===== src/rtl/mc_main_control_pkg.sv =====
// Shared definitions for the multicycle MIPS main control: opcodes, ALUOp
// encodings (must match ALU control), state encodings and the control word.
package mc_main_control_pkg;

    localparam logic [5:0] OP_R    = 6'b000000;
    localparam logic [5:0] OP_LW   = 6'b100011;
    localparam logic [5:0] OP_SW   = 6'b101011;
    localparam logic [5:0] OP_BEQ  = 6'b000100;
    localparam logic [5:0] OP_J    = 6'b000010;
    localparam logic [5:0] OP_ADDI = 6'b001000;
    localparam logic [5:0] OP_ANDI = 6'b001100;
    localparam logic [5:0] OP_ORI  = 6'b001101;
    localparam logic [5:0] OP_SLTI = 6'b001010;

    localparam logic [2:0] ALU_ADD   = 3'b000;
    localparam logic [2:0] ALU_SUB   = 3'b001;
    localparam logic [2:0] ALU_FUNCT = 3'b010;
    localparam logic [2:0] ALU_AND   = 3'b100;
    localparam logic [2:0] ALU_OR    = 3'b110;
    localparam logic [2:0] ALU_SLT   = 3'b111;

    typedef enum logic [3:0] {
        S_FETCH  = 4'd0,
        S_DECODE = 4'd1,
        S_MEMADR = 4'd2,
        S_MEMRD  = 4'd3,
        S_MEMWB  = 4'd4,
        S_MEMWR  = 4'd5,
        S_RTYPE  = 4'd6,
        S_ALUWB  = 4'd7,
        S_BRANCH = 4'd8,
        S_JUMP   = 4'd9,
        S_IEXEC  = 4'd10,
        S_IWB    = 4'd11
    } state_e;

    typedef struct packed {
        logic       pc_write;
        logic       pc_write_cond;
        logic       iord;
        logic       mem_read;
        logic       mem_write;
        logic       ir_write;
        logic       mem_to_reg;
        logic       reg_dst;
        logic       reg_write;
        logic       alu_src_a;
        logic [1:0] alu_src_b;
        logic       imm_zext;
        logic [1:0] pc_src;
        logic [2:0] alu_op;
        logic       illegal;
    } ctrl_t;

    localparam int CTRL_W = $bits(ctrl_t);

    // Dispatch target out of DECODE; unknown opcodes fall back to FETCH.
    function automatic state_e decode_target(input logic [5:0] op);
        case (op)
            OP_LW, OP_SW:                      return S_MEMADR;
            OP_R:                              return S_RTYPE;
            OP_BEQ:                            return S_BRANCH;
            OP_J:                              return S_JUMP;
            OP_ADDI, OP_ANDI, OP_ORI, OP_SLTI: return S_IEXEC;
            default:                           return S_FETCH;
        endcase
    endfunction

endpackage


===== src/rtl/mc_ctrl_decode.sv =====
// Combinational state + opcode to control-word decoder (Moore outputs).
module mc_ctrl_decode
    import mc_main_control_pkg::*;
(
    input  logic [3:0]        i_state,
    input  logic [5:0]        i_op,
    output logic [CTRL_W-1:0] o_ctrl
);

    ctrl_t w_c;

    always_comb begin
        w_c = '0;
        case (state_e'(i_state))
            S_FETCH: begin
                w_c.mem_read  = 1'b1;
                w_c.ir_write  = 1'b1;
                w_c.alu_src_b = 2'b01;
                w_c.pc_write  = 1'b1;
            end
            S_DECODE: begin
                w_c.alu_src_b = 2'b11;
                w_c.illegal   = (decode_target(i_op) == S_FETCH);
            end
            S_MEMADR: begin
                w_c.alu_src_a = 1'b1;
                w_c.alu_src_b = 2'b10;
            end
            S_MEMRD: begin
                w_c.mem_read = 1'b1;
                w_c.iord     = 1'b1;
            end
            S_MEMWB: begin
                w_c.reg_write  = 1'b1;
                w_c.mem_to_reg = 1'b1;
            end
            S_MEMWR: begin
                w_c.mem_write = 1'b1;
                w_c.iord      = 1'b1;
            end
            S_RTYPE: begin
                w_c.alu_src_a = 1'b1;
                w_c.alu_op    = ALU_FUNCT;
            end
            S_ALUWB: begin
                w_c.reg_write = 1'b1;
                w_c.reg_dst   = 1'b1;
            end
            S_BRANCH: begin
                w_c.alu_src_a     = 1'b1;
                w_c.alu_op        = ALU_SUB;
                w_c.pc_write_cond = 1'b1;
                w_c.pc_src        = 2'b01;
            end
            S_JUMP: begin
                w_c.pc_write = 1'b1;
                w_c.pc_src   = 2'b10;
            end
            S_IEXEC: begin
                w_c.alu_src_a = 1'b1;
                w_c.alu_src_b = 2'b10;
                w_c.imm_zext  = (i_op == OP_ANDI) || (i_op == OP_ORI);
                case (i_op)
                    OP_ANDI: w_c.alu_op = ALU_AND;
                    OP_ORI:  w_c.alu_op = ALU_OR;
                    OP_SLTI: w_c.alu_op = ALU_SLT;
                    default: w_c.alu_op = ALU_ADD;
                endcase
            end
            S_IWB: begin
                w_c.reg_write = 1'b1;
            end
            default: w_c = '0;
        endcase
    end

    assign o_ctrl = w_c;

endmodule


===== src/rtl/mc_main_control.sv =====
// Multicycle MIPS main control FSM: state register, next-state logic and
// reset gating of the decoded control word.
module mc_main_control
    import mc_main_control_pkg::*;
(
    input  logic       clk,
    input  logic       reset,
    input  logic [5:0] Op,
    output logic       PCWrite,
    output logic       PCWriteCond,
    output logic       IorD,
    output logic       MemRead,
    output logic       MemWrite,
    output logic       IRWrite,
    output logic       MemtoReg,
    output logic       RegDst,
    output logic       RegWrite,
    output logic       ALUSrcA,
    output logic [1:0] ALUSrcB,
    output logic       ImmZext,
    output logic [1:0] PCSrc,
    output logic [2:0] ALUOp,
    output logic       Illegal
);

    state_e            r_state;
    state_e            w_next;
    logic [CTRL_W-1:0] w_ctrl_raw;
    ctrl_t             w_ctrl;

    always_ff @(posedge clk) begin
        if (reset) r_state <= S_FETCH;
        else       r_state <= w_next;
    end

    always_comb begin
        w_next = S_FETCH;
        case (r_state)
            S_FETCH:  w_next = S_DECODE;
            S_DECODE: w_next = decode_target(Op);
            S_MEMADR: w_next = (Op == OP_LW) ? S_MEMRD : S_MEMWR;
            S_MEMRD:  w_next = S_MEMWB;
            S_RTYPE:  w_next = S_ALUWB;
            S_IEXEC:  w_next = S_IWB;
            default:  w_next = S_FETCH;
        endcase
    end

    mc_ctrl_decode u_decode (
        .i_state (r_state),
        .i_op    (Op),
        .o_ctrl  (w_ctrl_raw)
    );

    // Reset kills outputs in the same cycle so an aborted instruction never writes back.
    assign w_ctrl = reset ? '0 : ctrl_t'(w_ctrl_raw);

    assign PCWrite     = w_ctrl.pc_write;
    assign PCWriteCond = w_ctrl.pc_write_cond;
    assign IorD        = w_ctrl.iord;
    assign MemRead     = w_ctrl.mem_read;
    assign MemWrite    = w_ctrl.mem_write;
    assign IRWrite     = w_ctrl.ir_write;
    assign MemtoReg    = w_ctrl.mem_to_reg;
    assign RegDst      = w_ctrl.reg_dst;
    assign RegWrite    = w_ctrl.reg_write;
    assign ALUSrcA     = w_ctrl.alu_src_a;
    assign ALUSrcB     = w_ctrl.alu_src_b;
    assign ImmZext     = w_ctrl.imm_zext;
    assign PCSrc       = w_ctrl.pc_src;
    assign ALUOp       = w_ctrl.alu_op;
    assign Illegal     = w_ctrl.illegal;

endmodule


===== config.mk =====
export PLATFORM = sky130hd
export DESIGN_NAME = mc_main_control
export DESIGN_NICKNAME = d
export VERILOG_FILES = /design/src/rtl/mc_main_control_pkg.sv /design/src/rtl/mc_ctrl_decode.sv /design/src/rtl/mc_main_control.sv
export SDC_FILE = /design/constraint.sdc
export NUM_CORES = 1
export LEC_CHECK = 0
export ABC_AREA = 1
export BUFFER_PORTS_ARGS = -buffer_cell sky130_fd_sc_hd__buf_2
export CAP_MARGIN = 20
export CORE_AREA = 2 2 39 41
export CTS_BUF_LIST = sky130_fd_sc_hd__clkbuf_4
export CTS_CLUSTER_DIAMETER = 50
export DETAILED_ROUTE_END_ITERATION = 8
export DIE_AREA = 0 0 41 43
export HOLD_SLACK_MARGIN = 0.02
export PLACE_DENSITY = 0.81
export SLEW_MARGIN = 20
export SYNTH_ARGS = -nofsm -noshare
export SYNTH_HDL_FRONTEND = slang
export SYNTH_SLANG_ARGS = --single-unit

===== constraint.sdc =====
create_clock -name clk -period 2.4 [get_ports clk]
set_input_delay 0.72 -clock clk [delete_from_list [all_inputs] [get_ports clk]]
set_output_delay 0.72 -clock clk [all_outputs]
set_load 0.01 [all_outputs]

; ---- Word-level counts from Yosys, hierarchy flattened
; Cells that the tools add are included.
[op_classes]
div = 0
magnitude_cmp = 0
mul = 0
n_eq_ne = 19
reduce_logical = 12
bitwise_logic = 0
shift = 0
n_addsub = 0
mux = 21
[ops]
columns = cell, n
row1 = $eq 6x4->1 const B, 4
row2 = $pmux 4 s6, 1
row3 = $pmux 4 s5, 1
row4 = $mux 19, 1
row5 = $pmux 3 s3, 2
row6 = $eq 4x3->1 const B, 4
row7 = $eq 4x4->1 const B, 4
row8 = $eq 6x6->1 const B, 2
row9 = $mux 1, 12
row10 = $reduce_or 2->1, 5
row11 = $eq 4x2->1 const B, 2
row12 = $logic_not 4->1, 2
row13 = $reduce_or 4->1, 2
row14 = $eq 6x2->1 const B, 1
row15 = $eq 6x3->1 const B, 1
row16 = $logic_not 6->1, 1
row17 = $pmux 2 s3, 1
row18 = $eq 4x1->1 const B, 1
row19 = $mux 4, 1
row20 = $pmux 2 s2, 1
row21 = $mux 3, 1
row22 = $reduce_or 3->1, 1
row23 = $logic_or 1x1->1, 1
[totals]
output_inout_bits = 19
ramBits = 0
romBits = 0
mem_count = 0
word_cells = 53
in_bits = 8
latch_bits = 0
regBits = 4

; ---- Logic depth before layout (Yosys ltp)
[depth]
ltp_word = 7
mapped_depth = 7
mapped_depth_nobuf = 7

; ---- Modules after synthesis
; Synthesis repeated with hierarchy kept, for this count alone.
[hier_totals]
cells_unflattened = 167
hier_area_um2 = 832.0
[modules_own_cells]
columns = mod, instances, cells_each, area_per_inst_um2, seq_area_each_um2
row1 = mc_main_control, 1, 98, 476.7, 80.1
row2 = mc_ctrl_decode, 1, 69, 355.3, 0.0

; ---- Worst setup path before layout
; OpenSTA, ideal clock, no wires.
[synth_timing]
path_type = in2out
startpoint = in reset
endpoint = out PCSrc[0]
required_ns = 1.680
setup_slack_ns = 0.179
cell_stages = 5
path_buffers = 2
t_arrival_ns = 1.501
cell_sequence = buf_2 -> inv_1 -> nand2_1 -> nor2_1 -> buf_4
[synth_via]
elab_chain_cells = 1
[synth_lines]
columns = item, line
row1 = "start, declared", mc_main_control.sv:7  ; input logic reset,
row2 = $mux 19, mc_main_control.sv:56  ; assign w_ctrl = reset ? '0 : ctrl_t'(w_ctrl_raw);
row3 = "end, declared", mc_main_control.sv:21  ; output logic [1:0] PCSrc,
; Every way passes these cells.

; ---- Worst setup path after layout
[layout_timing]
startpoint = in Op[2]
endpoint = out Illegal
[layout_via]
elab_chain_cells = 7
elab_cells_between_ends = 16
cone_classes = 8 x eq/ne / 4 x mux / 4 x reduce/logical
[layout_lines]
columns = item, line
row1 = "start, declared", mc_main_control.sv:8  ; input logic [5:0] Op,
row2 = $eq 6x4->1 or $eq 6x6->1 (tied branches), mc_main_control_pkg.sv:59  ; case (op)
row3 = $reduce_or 4->1 or $reduce_or 2->1 (tied branches), mc_main_control_pkg.sv:59
row4 = $pmux 4 s5 (*), mc_main_control_pkg.sv:59
row5 = $mux 4 (*), mc_ctrl_decode.sv:14  ; case (state_e'(i_state))
row6 = $logic_not 4->1 (*), mc_ctrl_decode.sv:23  ; w_c.illegal = (decode_target(i_op) == S_FETCH);
row7 = $mux 1 (*), mc_ctrl_decode.sv:14
row8 = $mux 19 (*), mc_main_control.sv:56
row9 = "end, declared", mc_main_control.sv:23  ; output logic Illegal
; Every way passes the cells marked *; elsewhere a longest branch is shown, timed or not. The select of a mux whose other input is x is not followed.

==> reports/metrics.csv <==
metric,value,unit
path type of the worst setup path,in2out,
CTS tree,yes,
Num Clock Sinks,4,
syn nets,107,
"Slew Viols, Final",0,
post-synth top area share,14.75,%
Max-Cap Viols,0,
Clock Latency Late Sink,0.23,ns
largest net degree at the start of global routing,9,
RSZ-0062 raised after global routing,no,
startpoint type of the worst setup path,input port,
Hold Path Class,reg2reg,
Final Cycle Share,99.94,%
htree depth,1,
Register-to-Register Path Depth,6,
Final setup viols,0,
Post-synth EDFFs,0,
Hold Crit Depth,2,
NumNets Final,137,
Mapped Area,543.0,sq um
Die W,41,um
vias after detailed routing,729,
final core utilization,51.36,%
first-pass GRT wire length,2166,um
synthesized area per cell,5.485,sq um
wire per inst,10.03,um
initial DRC count,24,
Worst Tran Pin Value,0.2421,ns
Diodes inserted,0,
GPL Wtd Cong,0.8793,
Starting Density,39.24,%
status,completed,
die area,1763,sq um
Fin Hold WS,0.5854,ns
fin crit period,2.398,ns
worst rel slew slack,83.74,%
area grow syn2layout,30.88,%
YS warnings,0,
number of global-route vias before repair,587,
"CTS clk-pin slew, worst paths",0.04,ns
Hold Fails Final Rpt,0,
fillers,147,
sequential share of the synthesized area,14.75,%
Detailed Route WL,1435,um
critical path peak fanout,4,
worst path required time,1.68,ns
Reg with most FFs,r_state,
post-route ant nets,0,
main area contributors after synthesis,"dfxtp_1, nor2_1, nand3_1, nand2_1, nor2_4",
IO Pins,27,
Post-synth top cells,"nor2_1, nand2_1, inv_1, nand3_1",
vias per cell,5.098,
Leak,0.0004197,uW
Post-DP HPWL,1183,um
Peak Freq,416.9,MHz
Yosys reg bits,4,
flop2flop setup slack,1.25,ns
core area,1384,sq um
power density cells,319.4,nW/um^2
library cells used by synthesis,18,
Post-route DRC,0,
Post-Syn Instances,99,
max FFs per register,4,
initial antenna violation count,0,
Placement Setup Slack,0.08124,ns
Worst Setup End Kind,output pin,
Die Height,43,um
CTS root buf,clkbuf_4,
share of cells above drive strength 1,35.43,%
PostCTS Resize Cnt,0,
"Async S/R FF share, synth",0,%
ys flop type,dfxtp_1,
Max IR drop VDD,0.1824,mV
GR Overflow Total,0,
Std-Cell Rows,14,
Port Buffers,26,
# hold bufs at CTS,0,
worst setup margin,0.001511,ns
First-pass DRT Iterations,4,
clock skew,0.003873,ns
CP arrival,1.68,ns
CTS Buf Count,3,
Top Registers,r_state (4),
Synth area leader,dfxtp_1,
Clock Path Buffers,2,
postcts setup bufs,0,
TNS Setup,0,ns
Global Route Usage Sum,17.37,%
most instantiated library cell after synthesis,nor2_1,
==> cell families after synthesis <==
family	Yosys count	share of synthesized area (%)
and+or+nand+nor	63	58.06
AOI/OAI and AO/OA	12	12.44
DFF	4	14.75
buffers and inverters	20	14.75
==> power by group <==
part | internal [uW] | leakage (uW) | switching (uW) | total, uW
Combinational | 25.5 | 0.000373 | 46.9 | 72.3
Clock | 55.8 | 0.0000138 | 25.2 | 81.0
Sequential | 69.3 | 0.0000326 | 4.41 | 73.7
Total | 151 | 0.000420 | 76.5 | 227
==> worst paths after layout <==
| kind | from | end |
|---|---|---|
| worst max-delay path | Op[2] | Illegal |
| worst min-delay path | r_state[0] | r_state[2] |
| worst max register to register | r_state[1] | r_state[1] |
| worst min register to register | r_state[0] | r_state[2] |
==> placed cells by master, fill, tap and decap left out, drive strengths merged <==
cell    count
nand2      18
buf        27
nand3      13
dfxtp       4
o21bai      1
o21ai       2
nor2       26
clkbuf      3
a21oi       5
inv        18
nor3        2
a31oi       1
o22ai       3
nand4       4
==> final cells by class <==
cell class                      count  area [sq um]  area share, %
Timing Repair Buffer               27         137.6          19.37
Multi-Input combinational cell     75         382.9          53.87
Clock buffer                        3         22.52          3.169
Inverter                           18         67.56          9.507
Sequential cell                     4         80.08          11.27
Tap cell                           16         20.02          2.817
==> metal layers <==
layer	track usage [%]	vias up	wire length, um
met4	8.000	0	0
met1	23.15	324	605
met2	27.81	30	749
met3	0	0	80
li1	-	375	-
met5	0	-	0
==> worst max-delay path, stage by stage <==
cell and delay, ns:
buf_2 0.12, nand2_1 0.07, inv_1 0.05, nand3_1 0.14, nand4_1 0.15, nor3_1 0.26
buf_2 0.18
==> stage by stage <==
stage | std cells | total power (uW) | area [sq um]
final | 143 | 227.0 | 710.7
after global routing | 143 | 239.7 | 710.7
after CTS | 143 | 230.2 | 710.7
after detailed placement | 140 | 146.2 | 688.2
after global placement | 140 | 145.1 | 688.2
after floorplan | 99 | 120.1 | 543.0
Power figures use the tool's default switching activity.
